## src/rtl/shift_seq_pkg.sv

```systemverilog
// Shared types and stage control codes for the multi-cycle shift sequencer.
package shift_seq_pkg;

  typedef enum logic [1:0] {
    SLL = 2'b00,
    SRL = 2'b01,
    ROL = 2'b10,
    ROR = 2'b11
  } shift_op_e;

  typedef enum logic [1:0] {
    IDLE  = 2'b00,
    SHIFT = 2'b01,
    DONE  = 2'b10
  } seq_state_e;

  localparam logic [1:0] H_HOLD  = 2'b00;
  localparam logic [1:0] H_LEFT  = 2'b01;
  localparam logic [1:0] H_RIGHT = 2'b10;
  localparam logic [1:0] H_CLEAR = 2'b11;

endpackage

```

## src/rtl/shift_sequencer_stage.sv

```systemverilog
// Combinational single-bit shift stage: hold, shift left/right with fill bits, or clear.
import shift_seq_pkg::*;

module shift_stage #(
  parameter int WIDTH = 4
) (
  input  logic [1:0]       h,
  input  logic [WIDTH-1:0] f,
  input  logic             il,
  input  logic             ir,
  output logic [WIDTH-1:0] s
);

  always_comb begin
    s = f;
    case (h)
      H_HOLD:  s = f;
      H_LEFT:  s = {f[WIDTH-2:0], il};
      H_RIGHT: s = {ir, f[WIDTH-1:1]};
      H_CLEAR: s = '0;
      default: s = f;
    endcase
  end

endmodule

```

## src/rtl/shift_sequencer.sv

```systemverilog
// Multi-cycle shift controller: sequences one 1-bit shift per clock through shift_stage.
import shift_seq_pkg::*;

module shift_sequencer #(
  parameter int WIDTH = 4,
  parameter int CNT_W = 3
) (
  input  logic             clk,
  input  logic             rst,
  input  logic             start,
  input  logic [1:0]       op,
  input  logic [CNT_W-1:0] amount,
  input  logic [WIDTH-1:0] data_in,
  input  logic             clr,
  input  logic             abort,
  output logic [WIDTH-1:0] data_out,
  output logic             carry_out,
  output logic             busy,
  output logic             done
);

  seq_state_e       state, state_nxt;
  shift_op_e        op_reg;
  logic [WIDTH-1:0] data_reg;
  logic [WIDTH-1:0] stage_s;
  logic [CNT_W-1:0] cnt;
  logic             carry_reg;
  logic [1:0]       h;
  logic             il, ir;
  logic             launch, step, left_op;

  assign launch  = (state == IDLE) && start && !abort;
  assign step    = (state == SHIFT) && !abort;
  assign left_op = (op_reg == SLL) || (op_reg == ROL);

  always_ff @(posedge clk) begin
    if (rst) state <= IDLE;
    else     state <= state_nxt;
  end

  always_comb begin
    state_nxt = state;
    case (state)
      IDLE:    if (launch) state_nxt = (amount == '0) ? DONE : SHIFT;
      SHIFT:   if (abort) state_nxt = IDLE;
               else if (cnt == CNT_W'(1)) state_nxt = DONE;
      DONE:    state_nxt = IDLE;
      default: state_nxt = IDLE;
    endcase
  end

  // An aborting SHIFT cycle drives hold so the partial result is frozen as-is.
  always_comb begin
    h    = H_HOLD;
    il   = 1'b0;
    ir   = 1'b0;
    busy = (state == SHIFT);
    done = (state == DONE);
    case (state)
      IDLE: if (clr && !launch) h = H_CLEAR;
      SHIFT: begin
        if (!abort) begin
          if (left_op) begin
            h  = H_LEFT;
            il = (op_reg == ROL) && data_reg[WIDTH-1];
          end else begin
            h  = H_RIGHT;
            ir = (op_reg == ROR) && data_reg[0];
          end
        end
      end
      default: h = H_HOLD;
    endcase
  end

  shift_stage #(.WIDTH(WIDTH)) u_stage (
    .h  (h),
    .f  (data_reg),
    .il (il),
    .ir (ir),
    .s  (stage_s)
  );

  always_ff @(posedge clk) begin
    if (rst) begin
      data_reg  <= '0;
      op_reg    <= SLL;
      cnt       <= '0;
      carry_reg <= 1'b0;
    end else if (launch) begin
      data_reg  <= data_in;
      op_reg    <= shift_op_e'(op);
      cnt       <= amount;
      carry_reg <= 1'b0;
    end else begin
      data_reg <= stage_s;
      if (step) begin
        carry_reg <= left_op ? data_reg[WIDTH-1] : data_reg[0];
        cnt       <= cnt - CNT_W'(1);
      end
    end
  end

  assign data_out  = data_reg;
  assign carry_out = carry_reg;

endmodule

```

## config.mk

```make
export PLATFORM = sky130hd
export DESIGN_NAME = shift_sequencer
export DESIGN_NICKNAME = d
export VERILOG_FILES = /design/src/rtl/shift_seq_pkg.sv /design/src/rtl/shift_sequencer_stage.sv /design/src/rtl/shift_sequencer.sv
export SDC_FILE = /design/constraint.sdc
export NUM_CORES = 1
export LEC_CHECK = 0
export ABC_AREA = 1
export CORE_MARGIN = 2
export CORE_UTILIZATION = 45
export DETAILED_ROUTE_END_ITERATION = 16
export PLACE_DENSITY_LB_ADDON = 0.15
export SETUP_SLACK_MARGIN = 0.3
export SLEW_MARGIN = 40
export SYNTH_ARGS = -nofsm -noshare
export SYNTH_HDL_FRONTEND = slang
export SYNTH_SLANG_ARGS = --single-unit
```

## constraint.sdc

```tcl
create_clock -name clk -period 1.66 [get_ports clk]
set_clock_uncertainty 0.1 [all_clocks]
set_input_delay 0.498 -clock clk [delete_from_list [all_inputs] [get_ports clk]]
set_output_delay 0.498 -clock clk [all_outputs]
set_load 0.02 [all_outputs]
```

---- After elaboration in Yosys (flattened, before gate mapping) ----
Index checks and enable logic that the tools add are counted.
word-level totals
  RAM bits ................................ 0
  bits in latches ......................... 0
  bits in read-only memories .............. 0
  memories kept ........................... 0
  register bits after elaboration ......... 12
operators by class
  divide/modulo/power cells ............... 0
  $mul .................................... 0
  multiplexer cells ....................... 20
  $lt $le $gt $ge ......................... 0
  shift operators ......................... 0
  reduce and logical (&&, ||, !) cells .... 16
  add/sub/neg operators ................... 1
  equality and inequality tests ........... 11
  bitwise operators ....................... 0
operators with widths
  cell                   number
  $mux W2                7
  $pmux W4 S3            1
  $eq A2 B2 Y1 const B   5
  $pmux W2 S2            2
  $mux W1                7
  $logic_and A1 B1 Y1    6
  $logic_not A2 Y1       3
  $mux W3                2
  $eq A2 B1 Y1 const B   2
  $mux W4                1
  $ne A2 B2 Y1 const B   2
  $eq A3 B1 Y1 const B   1
  $logic_not A3 Y1       1
  $ne A3 B2 Y1 const B   1
  $sub A3 B1 Y3 const B  1
  $logic_not A1 Y1       2
  $reduce_and A2 Y1      1
  $reduce_bool A2 Y1     1
  $reduce_or A2 Y1       1
  $logic_or A1 B1 Y1     1

---- Depth between registers and ports, before layout ----
Gate-level depths: netlist of the first run.
  depth in word-level cells ............... 10
  gate-level depth with buffers ........... 9

---- Cells and area by module ----
From an unflattened synthesis of the first run, not the netlist that was laid out.
second synthesis, totals
  cell total of the unflattened synthesis .. 114
  area total of the unflattened synthesis .. 730.7 µm²
by module, submodules not included
  module           seq. area each (µm²)  area each (µm²)  times used  cells an instance
  shift_sequencer  240.2                 644.4            1           95
  shift_stage      0.0                   86.3             1           19

---- Worst setup path after synthesis of the first run ----
OpenSTA, ideal clock, no wires.
  path type ............................... register -> output
  start point ............................. register state[1]
  end point ............................... output done
  setup slack ............................. 0.292 ns
  arrival ................................. 0.770 ns
  cell stages (with the launch flop) ...... 3
  buffers on the path ..................... 0
  required time ........................... 1.062 ns
  cells stage by stage .................... dfxtp_1 inv_2 nor2_1
on the way
  word-level cells in the longest chain between the ends .. 1
ends and longest elaborated chain
  what                      RTL line               text
  start: declaration        shift_sequencer.sv:22  seq_state_e state, state_nxt;
  start signal: assignment  shift_sequencer.sv:38  else state <= state_nxt;
  $eq A2 B2 Y1              shift_sequencer.sv:58  done = (state == DONE);
  end: declaration          shift_sequencer.sv:19  output logic done
Every way passes these cells.

---- Worst setup path in the final report of the first run ----
Ends and elaborated chain as after synthesis.

==> impl_results.md, run 1 <==
- Status: completed
- Area of the die: 2050 um2
- Min-delay worst type: flop to flop
- CTS Hold Bufs: 0
- Layout cells sized above 1: 0.470
- DRC: 0
- Headroom to the max-slew limit: 0.846
- Dpl ws: -298 ps
- CTS max path bufs: 2
- Slew @ Worst Pin: 230 ps
- Initial Util: 0.493
- Top Ports: 21
- Hold Path End: cnt[1]
- H-tree level count: 1
- Gpl congestion: 0.846
- Worst-path fanout max: 3
- Max-slew violations: 0
- Worst setup SP type: flop
- Mapped cell area: 768 um2
- CP Capture Type: output pin
- CTS tree: built
- Die height: 45.3 um
- # port buffers: 20
- Initial DRC count: 28
- First-pass GRT wire length: 3.17 mm
- Antenna Violating Nets Remaining: 0
- Initial antenna violation count: 0
- Syn Area/Cell: 7.18 um2
- Die W: 45.3 um
- Gr usage total: 0.212
- WL met3: 108 um
- Reg2reg path depth: 7
- Pre-antenna DRT Iters: 4
- Register area share after synthesis: 0.313
- CTS sink count: 12
- Placed insts: 154
- Peak supply drop: 0.619 mV
- Vias in the first global route: 810
- Crit share post-route: 0.903
- DR top layer: met4
- End of the worst register-to-register path: op_reg[0]
- # rows: 14
- Seq cells post-synth: 12
- Setup CP Type: flop to output pin
- Reg-to-reg slack, setup: 230 ps
- Via density: 4.97
- Routed WL: 1.95 mm
- Number of diodes: 0
- Area grow syn2layout: 63.4%
- Number of max-cap violations: 0
- FMAX: 667 MHz
- Yosys top cell area share: 0.313
- Final setup vio count: 0
- Setup TNS: 0 ps
- Total power: 0.000864 W
- Setup WS post-layout: 160 ps
- Cell taking the most area after synthesis: dfxtp_1
- Post-Synthesis Cells: 107
- Critical path arrival: 900 ps
- Syn. warnings: 0
- Reg area: 254 um2
- Hold Fails Final Rpt: 0
- Minimum clock period: 1500 ps
- WP data required: 1060 ps
- Reg2reg start: state[0]
- Met2 wire length: 936 um
- # fillers: 102
- Largest cells by area after synthesis: dfxtp_1, nand2_1, nor2_1
- Clk slew on worst S/H paths: 70 ps
- Core region area: 1560 um2
- PwrDens: 689 nW/um2
- Number of flip-flops in the largest register: 4
- Met1 WL: 857 um
- Dpl hpwl: 1.37 mm
- Final net count: 168
- CTS Buf Count: 3
- Leak: 0.583 nW
- Netlist cell types: 25
- Area of the multi-input gates: 492 um2
- Net count after synthesis: 123
- RSZ-0062 raised after global routing: true
- Remaining Overflow, GRT: 0
- Avg WL per Cell: 11.6 um
- Final Non-Filler Cells: 167
- Largest net degree at the start of global routing: 9
- Clk Latency, worst-skew pair: 270 ps
- HP Start: cnt[1]
- Hold Crit Depth: 2
- Vias: 830
- Root Driver: clkbuf_4
- Util after Layout: 0.805
-- kinds of logic after synthesis --
kind of cell | Yosys count | synth area share
adder cells (fa/ha/maj) | 2 | 0.0326
buffers and inverters | 18 | 0.111
AO/OA/AOI/OAI | 18 | 0.155
AND/OR/NAND/NOR | 57 | 0.389
flip-flops | 12 | 0.313
-- layout by cell type, fill, tap and decap left out, types with 2 or more instances in the layout --
master           count
a211oi_2             2
a21oi_1              6
a21oi_2              3
buf_4               20
buf_6                9
clkbuf_4             3
clkdlybuf4s50_1      8
dfxtp_1              5
dfxtp_2              5
dfxtp_4              2
dlygate4sd2_1        2
dlymetal6s2s_1       2
ha_1                 2
inv_1                9
inv_2                4
nand2_1             21
nand2_2              2
nand2_4              3
nand3_1              6
nand3_2              3
nor2_1              11
nor2_2               3
nor2_4               4
o21ai_0              2
-- worst max-delay path, stage by stage (launching register included) --
cell and delay, ps:
dfxtp_4 370, inv_2 40, nor2_2 100, buf_6 120
-- layout make-up --
type | instances | area share
Multi-Input combinational cell | 77 | 0.392
Sequential cell | 12 | 0.202
Inverter | 16 | 0.0548
Tap cell | 16 | 0.0160
Timing Repair Buffer | 42 | 0.306
Clock buffer | 4 | 0.0289
-- metal layers --
metal | track usage | vias to the layer above
li1 | - | 431
met1 | 0.245 | 365
met2 | 0.380 | 28
met3 | 0.0360 | 6
met4 | 0.0882 | 0
met5 | 0 | -
-- where the power goes --
part	switching (W)	internal, W
registers	0.0000176	0.000310
clock network	0.000102	0.000133
logic	0.000151	0.000151
total	0.000271	0.000594
-- synth_stat cells --
library cell and count:
a211oi_1 2, a21oi_1 6, a21oi_2 3, buf_8 1, clkbuf_1 1, clkinv_2 1, clkinv_4 1, dfxtp_1 12
ha_1 2, inv_1 10, inv_2 4, nand2_1 23, nand2_4 3, nand3_1 7, nand3_2 3, nand4_1 1
nor2_1 14, nor2_2 1, nor2_4 3, nor3b_1 2, o211ai_1 1, o21ai_0 3, o21ai_1 1, o21bai_1 1
o22ai_2 1
-- how the worst max path moves through the flow --
stage	cells past startpoint	endpoint	start	slack, ps
finish	3	done	state[1]	160
CTS	3	done	state[1]	150
detailed placement	10	data_out[0]	start	-300
floorplan	6	cnt[0]	start	310
global placement	10	data_out[0]	start	-290
global route	3	done	state[1]	110
-- stage by stage --
stage               area, um2  hold WS (ps)
global route             1250           433
floorplan                 771           354
finish                   1250           400
CTS                      1160           403
detailed placement       1070           390
global placement         1070           372
-- timing repair --
| action | 4_1_cts | 5_1_grt |
|---|---|---|
| endpoints found under the hold margin | 0 | 0 |
| endpoints found under the setup margin | 19 | 18 |
| resized for setup | 55 | 18 |
| buffers inserted | 4 | 5 |
| pin swaps | 8 | 7 |
| cloned | 0 | 0 |
Power figures use the tool's default switching activity.
==> run 2, diff against run 1 <==
- CORE_MARGIN: 2 -> default
- CORE_UTILIZATION: 45 -> 46
==> run 2 against run 1 <==
Net effect:
- clock-buffer cell count is 1 lower
- critical path type unchanged
- worst hold slack worse by 16 ps
- via count is 3.4% higher
- largest cell class unchanged
==> impl_results.md, run 2 (synthesis gave the netlist of run 1 again) <==
- Status: completed
- Gpl congestion: 0.860
- CTS Buf Count: 3
- Remaining Overflow, GRT: 0
- Clk Latency, worst-skew pair: 270 ps
- Final Non-Filler Cells: 167
- Number of max-cap violations: 0
- Minimum clock period: 1510 ps
- Reg2reg path depth: 8
- CTS sink count: 12
- Root Driver: clkbuf_4
- First-pass GRT wire length: 3.08 mm
- Largest net degree at the start of global routing: 8
- Gr usage total: 0.228
- Clk slew on worst S/H paths: 60 ps
- Crit share post-route: 0.908
- Min-delay worst type: flop to flop
- Critical Path Sink: busy
- # port buffers: 20
- Core region area: 1540 um2
- CTS Hold Bufs: 0
- Area grow syn2layout: 64.0%
- WP data required: 1060 ps
- Crit path from: state[0]
- Total power: 0.000812 W
- Initial Util: 0.498
- Vias: 858
- Leak: 0.583 nW
- Hold Fails Final Rpt: 0
- Reg2reg start: state[0]
- Number of flip-flops in the largest register: 4
- Placed insts: 152
- Initial antenna violation count: 0
- Final net count: 169
- Via density: 5.14
- Area of the die: 1840 um2
- CTS tree: built
- Layout cells sized above 1: 0.490
- Initial DRC count: 16
- Top Ports: 21
- Vias in the first global route: 740
- Die W: 42.9 um
- Antenna Violating Nets Remaining: 0
- Headroom to the max-slew limit: 0.830
- Die height: 42.9 um
- Slew @ Worst Pin: 254 ps
- Most frequent cells in the layout: buf_4, nand2_1, inv_1, nor2_1, clkdlybuf4s50_1
- Number of diodes: 0
- CP Capture Type: output pin
- Setup CP Type: flop to output pin
- Max-slew violations: 0
- End of the worst register-to-register path: data_out[1]
- CTS max path bufs: 2
- Commonest non-fill, non-tap cell in the layout: buf_4
- Avg WL per Cell: 11.5 um
- FMAX: 664 MHz
- H-tree level count: 1
- HP Start: cnt[1]
- Reg-to-reg slack, setup: 230 ps
- Dpl hpwl: 1.35 mm
- Pre-antenna DRT Iters: 4
- DRC: 0
- Critical path arrival: 910 ps
- Final setup vio count: 0
- # rows: 14
- Worst-path fanout max: 3
- RSZ-0062 raised after global routing: true
- Routed WL: 1.92 mm
- Peak supply drop: 0.508 mV
- Worst setup SP type: flop
- PwrDens: 644 nW/um2
[run 2: cell type report]
cell class	instances	area (um2)
multi-input combinational	77	507
timing repair buffer	43	388
fill	101	282
sequential	12	254
inverter	16	68.8
clock buffer	3	22.5
tap	16	20.0
[run 2: repair_timing]
item	CTS	global route
gates cloned	0	0
endpoints found under the setup margin	19	19
buffers inserted	6	6
hold endpoints to repair	0	0
resized for setup	52	21
pin swaps	7	6
[run 2: worst min-delay path by stage]
stage / end / slack [ps] / cells past startpoint
after global routing: op_reg[1] / 430 / 2
after floorplan: cnt[1] / 350 / 2
after detailed placement: cnt[1] / 380 / 2
after global placement: cnt[1] / 370 / 2
after CTS: cnt[1] / 390 / 2
final: cnt[1] / 380 / 2
[run 2: critical path, stage by stage, from the launching register on]
cell	delay, ps
dfxtp_4	360
inv_2	40
nor2_4	110
buf_6	120
[run 2: power by group]
group | leakage, nW | switching, W | internal (W)
Clock | 0.0138 | 0.0000901 | 0.0000841
Combinational | 0.468 | 0.000156 | 0.000156
Sequential | 0.102 | 0.0000158 | 0.000310
[run 2: per-stage QoR]
stage,instance area (um2),utilization,setup TNS [ps],hold slack [ps],setup WS [ps]
final,1260,0.817,0,385,153
after floorplan,771,-,0,354,314
after global placement,1050,0.684,-2230,374,-283
after CTS,1140,0.740,0,392,151
after detailed placement,1050,0.684,-2380,377,-265
after global routing,1260,0.817,0,427,109
[run 2: layer usage]
| metal | up-vias | global-route usage | routed length, um |
|---|---|---|---|
| met5 | - | 0 | 0 |
| met4 | 0 | 0.131 | 45 |
| met1 | 395 | 0.303 | 842 |
| li1 | 432 | - | - |
| met3 | 5 | 0.0426 | 82 |
| met2 | 26 | 0.339 | 944 |
